## src/rtl/alu_exec_if.sv

```systemverilog
// Bundle of instruction/operand inputs and decode/ALU outputs for alu_exec_core.
// master drives the instruction and register read data; slave is the execute core.
interface alu_exec_if;
    logic [8:0] instr;
    logic       instr_valid;
    logic [7:0] rdat_a;
    logic [7:0] rdat_b;
    logic [1:0] r_addr1;
    logic [1:0] r_addr2;
    logic [1:0] w_addr;
    logic       reg_write;
    logic [7:0] result;
    logic       carry;
    logic       mem_write;
    logic       mem_to_reg;
    logic [3:0] lut_index;
    logic       lut_write;
    logic       lut_sel;
    logic       lut_to_reg;
    logic       branch_enable;
    logic [4:0] branch_index;
    logic       equal;
    logic       less_than;

    modport master (
        output instr, instr_valid, rdat_a, rdat_b,
        input  r_addr1, r_addr2, w_addr, reg_write, result, carry,
               mem_write, mem_to_reg, lut_index, lut_write, lut_sel,
               lut_to_reg, branch_enable, branch_index, equal, less_than
    );

    modport slave (
        input  instr, instr_valid, rdat_a, rdat_b,
        output r_addr1, r_addr2, w_addr, reg_write, result, carry,
               mem_write, mem_to_reg, lut_index, lut_write, lut_sel,
               lut_to_reg, branch_enable, branch_index, equal, less_than
    );
endinterface

```

## src/rtl/alu_exec_core.sv

```systemverilog
// Combinational decode, operand select and 8-bit ALU with registered compare flags.
// Define SIGNED_CMP_EN for two's-complement SLT/SLTE/less_than; default is unsigned.
module alu_exec_core (
    input  logic       clk,
    input  logic       reset,
    alu_exec_if.slave  bus
);
    localparam logic [1:0] T_R = 2'b00;
    localparam logic [1:0] T_M = 2'b01;
    localparam logic [1:0] T_B = 2'b10;
    localparam logic [1:0] T_S = 2'b11;

    logic [1:0] itype;
    logic [2:0] op3;
    logic [1:0] op2;
    logic [7:0] a;
    logic [7:0] b;
    logic [8:0] sum9;
    logic [8:0] diff9;
    logic       lt_cmp;
    logic       eq_cmp;
    logic       flag_op;
    logic       en_ok;
    logic [7:0] sh_amt;
    logic       sh_big;
    logic [7:0] lstage [0:3];
    logic [7:0] rstage [0:3];
    logic       equal_reg;
    logic       less_than_reg;

    logic [1:0] r_addr1, r_addr2, w_addr;
    logic       reg_write, mem_write, lut_write, take;
    logic       mem_to_reg, lut_to_reg, lut_sel, carry;
    logic [7:0] result;
    logic [3:0] lut_index;
    logic [4:0] branch_index;

    assign itype = bus.instr[8:7];
    assign op3   = bus.instr[6:4];
    assign op2   = bus.instr[6:5];
    assign a     = bus.rdat_a;
    assign b     = bus.rdat_b;
    assign sum9  = {1'b0, a} + {1'b0, b};
    assign diff9 = {1'b0, a} - {1'b0, b};
    assign eq_cmp = (a == b);
`ifdef SIGNED_CMP_EN
    assign lt_cmp = $signed(a) < $signed(b);
`else
    assign lt_cmp = a < b;
`endif
    assign flag_op = (itype == T_R) && op3[2];
    assign en_ok   = bus.instr_valid && !reset;

    // Shift amount: register B for LSL/LSR, zero-extended 5-bit immediate for LSI/RSI
    assign sh_amt = op2[1] ? {3'b000, bus.instr[4:0]} : b;
    assign sh_big = |sh_amt[7:3];

    assign lstage[0] = a;
    assign rstage[0] = a;
    generate
        for (genvar gi = 0; gi < 3; gi++) begin : g_shift
            assign lstage[gi+1] = sh_amt[gi] ? {lstage[gi][7-(2**gi):0], {(2**gi){1'b0}}}
                                             : lstage[gi];
            assign rstage[gi+1] = sh_amt[gi] ? {{(2**gi){1'b0}}, rstage[gi][7:(2**gi)]}
                                             : rstage[gi];
        end
    endgenerate

    always_comb begin
        r_addr1      = 2'd0;
        r_addr2      = 2'd0;
        w_addr       = 2'd0;
        reg_write    = 1'b0;
        mem_write    = 1'b0;
        lut_write    = 1'b0;
        take         = 1'b0;
        mem_to_reg   = 1'b0;
        lut_to_reg   = 1'b0;
        lut_sel      = 1'b0;
        carry        = 1'b0;
        result       = 8'h00;
        lut_index    = 4'h0;
        branch_index = 5'h00;
        case (itype)
            T_R: begin
                r_addr1   = bus.instr[3:2];
                w_addr    = bus.instr[3:2];
                r_addr2   = bus.instr[1:0];
                reg_write = 1'b1;
                case (op3)
                    3'b000: result = a & b;
                    3'b001: result = a | b;
                    3'b010: result = a ^ b;
                    3'b011: {carry, result} = sum9;
                    3'b100: {carry, result} = diff9;
                    3'b101: result = {7'd0, lt_cmp};
                    3'b110: result = {7'd0, lt_cmp | eq_cmp};
                    default: result = {7'd0, eq_cmp};
                endcase
            end
            T_M: begin
                case (op3)
                    3'b000: begin
                        mem_write = 1'b1;
                        r_addr1   = bus.instr[3:2];
                        r_addr2   = bus.instr[1:0];
                    end
                    3'b001: begin
                        reg_write  = 1'b1;
                        mem_to_reg = 1'b1;
                        w_addr     = bus.instr[3:2];
                        r_addr1    = bus.instr[1:0];
                    end
                    3'b010, 3'b011: begin
                        lut_write = 1'b1;
                        lut_sel   = op3[0];
                        lut_index = bus.instr[3:0];
                    end
                    3'b100, 3'b101: begin
                        reg_write = 1'b1;
                        r_addr1   = 2'd3;
                        w_addr    = 2'd3;
                        result    = op3[0] ? {bus.instr[3:0], a[3:0]}
                                           : {a[7:4], bus.instr[3:0]};
                    end
                    3'b110: begin
                        reg_write  = 1'b1;
                        lut_to_reg = 1'b1;
                        w_addr     = bus.instr[3:2];
                    end
                    default: ;
                endcase
            end
            T_B: begin
                branch_index = bus.instr[4:0];
                case (op2)
                    2'b00:   take = equal_reg;
                    2'b01:   take = less_than_reg;
                    2'b10:   take = equal_reg | less_than_reg;
                    default: take = 1'b1;
                endcase
            end
            default: begin
                reg_write = 1'b1;
                if (op2[1]) begin
                    r_addr1 = 2'd3;
                    w_addr  = 2'd3;
                end else begin
                    r_addr1 = bus.instr[4:3];
                    w_addr  = bus.instr[4:3];
                    r_addr2 = bus.instr[2:1];
                end
                if (!sh_big)
                    result = op2[0] ? rstage[3] : lstage[3];
            end
        endcase
    end

    always_ff @(posedge clk) begin
        if (reset) begin
            equal_reg     <= 1'b0;
            less_than_reg <= 1'b0;
        end else if (bus.instr_valid && flag_op) begin
            equal_reg     <= eq_cmp;
            less_than_reg <= lt_cmp;
        end
    end

    assign bus.r_addr1       = r_addr1;
    assign bus.r_addr2       = r_addr2;
    assign bus.w_addr        = w_addr;
    assign bus.reg_write     = reg_write & en_ok;
    assign bus.mem_write     = mem_write & en_ok;
    assign bus.lut_write     = lut_write & en_ok;
    assign bus.branch_enable = take & en_ok;
    assign bus.mem_to_reg    = mem_to_reg;
    assign bus.lut_to_reg    = lut_to_reg;
    assign bus.lut_sel       = lut_sel;
    assign bus.lut_index     = lut_index;
    assign bus.carry         = carry;
    assign bus.result        = result;
    assign bus.branch_index  = branch_index;
    assign bus.equal         = equal_reg;
    assign bus.less_than     = less_than_reg;
endmodule

```

## src/flat_wrapper.sv

```systemverilog
// flat-port wrapper written by rule: the top's interface ports become plain ports
module alu_exec_core_flat 
  (clk, reset, bus_instr, bus_instr_valid, bus_rdat_a, bus_rdat_b, bus_r_addr1, bus_r_addr2, bus_w_addr, bus_reg_write, bus_result, bus_carry, bus_mem_write, bus_mem_to_reg, bus_lut_index, bus_lut_write, bus_lut_sel, bus_lut_to_reg, bus_branch_enable, bus_branch_index, bus_equal, bus_less_than);
  alu_exec_if bus_i ();
  input  logic clk;
  input  logic reset;
  input wire logic [$bits(bus_i.instr)-1:0] bus_instr;
  input wire logic [$bits(bus_i.instr_valid)-1:0] bus_instr_valid;
  input wire logic [$bits(bus_i.rdat_a)-1:0] bus_rdat_a;
  input wire logic [$bits(bus_i.rdat_b)-1:0] bus_rdat_b;
  output wire logic [$bits(bus_i.r_addr1)-1:0] bus_r_addr1;
  output wire logic [$bits(bus_i.r_addr2)-1:0] bus_r_addr2;
  output wire logic [$bits(bus_i.w_addr)-1:0] bus_w_addr;
  output wire logic [$bits(bus_i.reg_write)-1:0] bus_reg_write;
  output wire logic [$bits(bus_i.result)-1:0] bus_result;
  output wire logic [$bits(bus_i.carry)-1:0] bus_carry;
  output wire logic [$bits(bus_i.mem_write)-1:0] bus_mem_write;
  output wire logic [$bits(bus_i.mem_to_reg)-1:0] bus_mem_to_reg;
  output wire logic [$bits(bus_i.lut_index)-1:0] bus_lut_index;
  output wire logic [$bits(bus_i.lut_write)-1:0] bus_lut_write;
  output wire logic [$bits(bus_i.lut_sel)-1:0] bus_lut_sel;
  output wire logic [$bits(bus_i.lut_to_reg)-1:0] bus_lut_to_reg;
  output wire logic [$bits(bus_i.branch_enable)-1:0] bus_branch_enable;
  output wire logic [$bits(bus_i.branch_index)-1:0] bus_branch_index;
  output wire logic [$bits(bus_i.equal)-1:0] bus_equal;
  output wire logic [$bits(bus_i.less_than)-1:0] bus_less_than;
  assign bus_i.instr = bus_instr;
  assign bus_i.instr_valid = bus_instr_valid;
  assign bus_i.rdat_a = bus_rdat_a;
  assign bus_i.rdat_b = bus_rdat_b;
  assign bus_r_addr1 = bus_i.r_addr1;
  assign bus_r_addr2 = bus_i.r_addr2;
  assign bus_w_addr = bus_i.w_addr;
  assign bus_reg_write = bus_i.reg_write;
  assign bus_result = bus_i.result;
  assign bus_carry = bus_i.carry;
  assign bus_mem_write = bus_i.mem_write;
  assign bus_mem_to_reg = bus_i.mem_to_reg;
  assign bus_lut_index = bus_i.lut_index;
  assign bus_lut_write = bus_i.lut_write;
  assign bus_lut_sel = bus_i.lut_sel;
  assign bus_lut_to_reg = bus_i.lut_to_reg;
  assign bus_branch_enable = bus_i.branch_enable;
  assign bus_branch_index = bus_i.branch_index;
  assign bus_equal = bus_i.equal;
  assign bus_less_than = bus_i.less_than;
  alu_exec_core u_core (.clk(clk), .reset(reset), .bus(bus_i));
endmodule
```

## config.mk

```make
export PLATFORM = sky130hd
export DESIGN_NAME = alu_exec_core_flat
export DESIGN_NICKNAME = d
export VERILOG_FILES = /design/src/rtl/alu_exec_if.sv /design/src/rtl/alu_exec_core.sv /design/src/flat_wrapper.sv
export SDC_FILE = /design/constraint.sdc
export NUM_CORES = 1
export LEC_CHECK = 0
export BUFFER_PORTS_ARGS = -buffer_cell sky130_fd_sc_hd__buf_2
export CORE_MARGIN = 8
export CORE_UTILIZATION = 56
export CTS_CLUSTER_DIAMETER = 150
export DETAILED_ROUTE_END_ITERATION = 10
export PLACE_DENSITY = 0.83
export SKIP_LAST_GASP = 1
export SYNTH_ARGS = -nofsm -noshare
export SYNTH_HDL_FRONTEND = slang
export SYNTH_SLANG_ARGS = --single-unit
```

## constraint.sdc

```tcl
create_clock -name clk -period 3.5 [get_ports clk]
set_clock_uncertainty 0.2 [all_clocks]
set_input_delay 0.35 -clock clk [delete_from_list [all_inputs] [get_ports clk]]
set_output_delay 0.35 -clock clk [all_outputs]
set_load 0.02 [all_outputs]
```

==> flow_summary.json <==
{
  "avgRoutedWirePerCell_um": 19.87,
  "clkSinkCount": 2,
  "cts.hold.buffers_added": 0,
  "synth-seq-cells": 2,
  "timing.critical_path.fanout_max": 6,
  "run_status": "complete, no violations",
  "max_slew_headroom_pct": 53.84,
  "yosysTopAreaCellShare_pct": 11.87,
  "peak_supply_drop_mv": 0.1155,
  "fp.coreArea_sq_um": 4354,
  "grtUsageTotal_pct": 26.45,
  "worst_setup_path_end_kind": "output port",
  "dominantRegCellSynth": "sky130_fd_sc_hd__dfxtp_1",
  "chipHeight_um": 83.22,
  "layout.area.seq_sq_um": 40.04,
  "initial_core_utilization_pct": 58.10,
  "clk_transition_reported_paths_ns": 0.03,
  "postSynthCellCount": 395,
  "startpoint_type_of_the_worst_setup_path": "primary input",
  "footprint_of_the_multi_input_gates_sq_um": 2238,
  "crit_buf_inv": 4,
  "fp.dieArea_sq_um": 6925,
  "postSynthNetCount": 449,
  "synthMostInstantiatedCell": "sky130_fd_sc_hd__nor2_1",
  "crit_chain": "buf_2 -> inv_2 -> ha_2 -> inv_1 -> fa_1 -> nor2b_1 -> o31ai_4 -> nor4_1 -> or4_1 -> o211ai_1 -> o211ai_1 -> buf_2",
  "finalHoldViolations": 0,
  "synth-edff-count": 0,
  "finish.net_count": 501,
  "vias_per_instance": 6.821,
  "place_hpwl_mm": 7.639,
  "worstHoldPathType": "primary input to flop",
  "synthArstFlopShare_pct": 0,
  "insertion_delay_ns": 0.21,
  "portBuffers": 60,
  "numCtsBuffers": 3,
  "routed-via-count": 3390,
  "criticalPathCategory": "primary input to output port",
  "ant_nets": 0,
  "syn_to_final_growth_pct": 16.42,
  "timing.max_cap.violations": 0,
  "initial_antenna_violation_count": 0,
  "achievable-frequency_mhz": 299.2,
  "post_synth.cell_area_avg_sq_um": 6.405,
  "route.final.wire_length_mm": 9.873,
  "setup_bufs_post_cts": 0,
  "min_clock_period_post_route_ns": 3.342,
  "grt_setup_unrepaired": "false",
  "cp_slowest_stage_delay_ns": 0.52,
  "ys_seq_area_share_pct": 1.583,
  "totalPowerFinal_mw": 0.5387,
  "finalSetupViolCount": 0,
  "cts_root_buffer": "sky130_fd_sc_hd__clkbuf_8",
  "maxSlewViolCount": 0,
  "synth.distinct_cells": 61,
  "cts_htree_levels": 1,
  "min_period_over_period_pct": 95.48,
  "number_of_global_route_vias_before_repair": 3186,
  "total_leakage_power_nw": 1.416,
  "cp.arrival_ns": 2.79,
  "cp.required_ns": 2.95,
  "cts_tree": "built",
  "synth_commonest_cells": "sky130_fd_sc_hd__nor2_1 (43), sky130_fd_sc_hd__nand2_1 (36), sky130_fd_sc_hd__o21ai_0 (31)",
  "timing.critical_path.max_delay_family": "simple AND/OR/NAND/NOR gates",
  "antenna_cells_inserted": 0,
  "row_count": 24,
  "ios": 61,
  "worst-r2r-setup-slack_ns": 2.63,
  "synth-warning-count": 0,
  "num-fill-cells": 422,
  "fin_setup_tns_ns": 0,
  "syn-cell-area_sq_um": 2530,
  "final_layout_size_suffix_gt1_share_pct": 22.70,
  "clockBufferDepth": 2,
  "grt_first_pass_wirelength_mm": 15.92,
  "worst_path_max_delay_cell": "sky130_fd_sc_hd__or4_1",
  "grt_max_degree": 25,
  "cell_taking_the_most_area_after_synthesis": "sky130_fd_sc_hd__ha_1",
  "drt_first_iter_violations": 343,
  "dr.pass1.iters": 6,
  "timing_worst_slew_pin_value_ns": 0.6837,
  "synth_area_leaders": "sky130_fd_sc_hd__ha_1 (12%), sky130_fd_sc_hd__mux2i_1 (6.7%), sky130_fd_sc_hd__nor2_1 (6.4%)",
  "cellPowerDensity_nw_per_um2": 182.9,
  "drt_drc_violations_left": 0,
  "grt_remaining_overflow": 0,
  "die-width_um": 83.22,
  "gp_routability_congestion": 0.9945
}
==> kinds of logic after synthesis <==
kind of cell / synth area share [%]
adders and majority gates: 13.45
and+or+nand+nor: 28.93
muxes: 10.68
DFF: 1.583
buffers and inverters: 10.19
AOI/OAI and AO/OA: 34.13
xor gates and xnor gates: 1.039
==> cell type report <==
cell class / instances / area share, %
clock buffers: 3 / 1.402
inverters: 30 / 3.823
multi-input cells: 332 / 76.00
flip-flops and latches: 2 / 1.359
well taps: 52 / 2.209
repair buffers: 78 / 15.21
==> per-layer routing <==
metal,global-route usage (%),wire [um]
met1,32.10,3856
met2,41.87,4437
met3,7.129,1151
met4,12.78,427
met5,0,0
==> final timing paths <==
kind | start | to | cells after the start
worst max register to register | u_core.bus.less_than$_SDFFE_PP0P_ | u_core.bus.less_than$_SDFFE_PP0P_ | 2
worst max-delay path | bus_rdat_a[0] | bus_result[6] | 12
worst min-delay path | reset | u_core.bus.less_than$_SDFFE_PP0P_ | 2
worst min register to register | u_core.bus.less_than$_SDFFE_PP0P_ | u_core.bus.less_than$_SDFFE_PP0P_ | 2
==> where the power goes <==
part | internal [mW] | leakage (nW) | switching, mW
clock network | 0.0728 | 0.0216 | 0.0193
logic | 0.154 | 1.38 | 0.269
registers | 0.0233 | 0.0161 | 0.000357
==> through the flow <==
step / hold WS [ns] / instances / utilization (%) / instance area, sq um / worst slack, ns
final: 0.1280 / 497 / 67.64 / 2945 / 0.1581
after global routing: 0.1231 / 497 / 67.64 / 2945 / 0.02903
after CTS: 0.1261 / 497 / 67.50 / 2939 / 0.1159
after detailed placement: 0.2970 / 494 / 66.55 / 2898 / 0.1261
after global placement: 0.2883 / 494 / 66.55 / 2898 / 0.2083
after floorplan: 0.2191 / 395 / - / 2530 / 0.5953
==> what timing repair did <==
| action | 4_1_cts | 5_1_grt |
|---|---|---|
| endpoints found under the hold margin | 0 | 0 |
| gates resized for setup | 0 | 3 |
| endpoints found under the setup margin | 0 | 1 |
==> cells in the final DEF, fill, tap and decap left out, types with 4 or more instances in the layout <==
master / instances
sky130_fd_sc_hd__buf_2: 60
sky130_fd_sc_hd__nor2_1: 43
sky130_fd_sc_hd__nand2_1: 36
sky130_fd_sc_hd__o21ai_0: 31
sky130_fd_sc_hd__inv_1: 28
sky130_fd_sc_hd__a21oi_1: 23
sky130_fd_sc_hd__ha_1: 23
sky130_fd_sc_hd__mux2i_1: 17
sky130_fd_sc_hd__buf_4: 17
sky130_fd_sc_hd__nor3_1: 15
sky130_fd_sc_hd__nand3_1: 13
sky130_fd_sc_hd__o211ai_1: 12
sky130_fd_sc_hd__nand2b_1: 8
sky130_fd_sc_hd__a31oi_1: 8
sky130_fd_sc_hd__nor2b_1: 7
sky130_fd_sc_hd__o221ai_1: 6
sky130_fd_sc_hd__a211oi_1: 6
sky130_fd_sc_hd__and3_1: 5
sky130_fd_sc_hd__a21o_1: 5
sky130_fd_sc_hd__nor4_1: 4
sky130_fd_sc_hd__nand4_1: 4
Note: power is estimated with default switching activity, not from simulation.
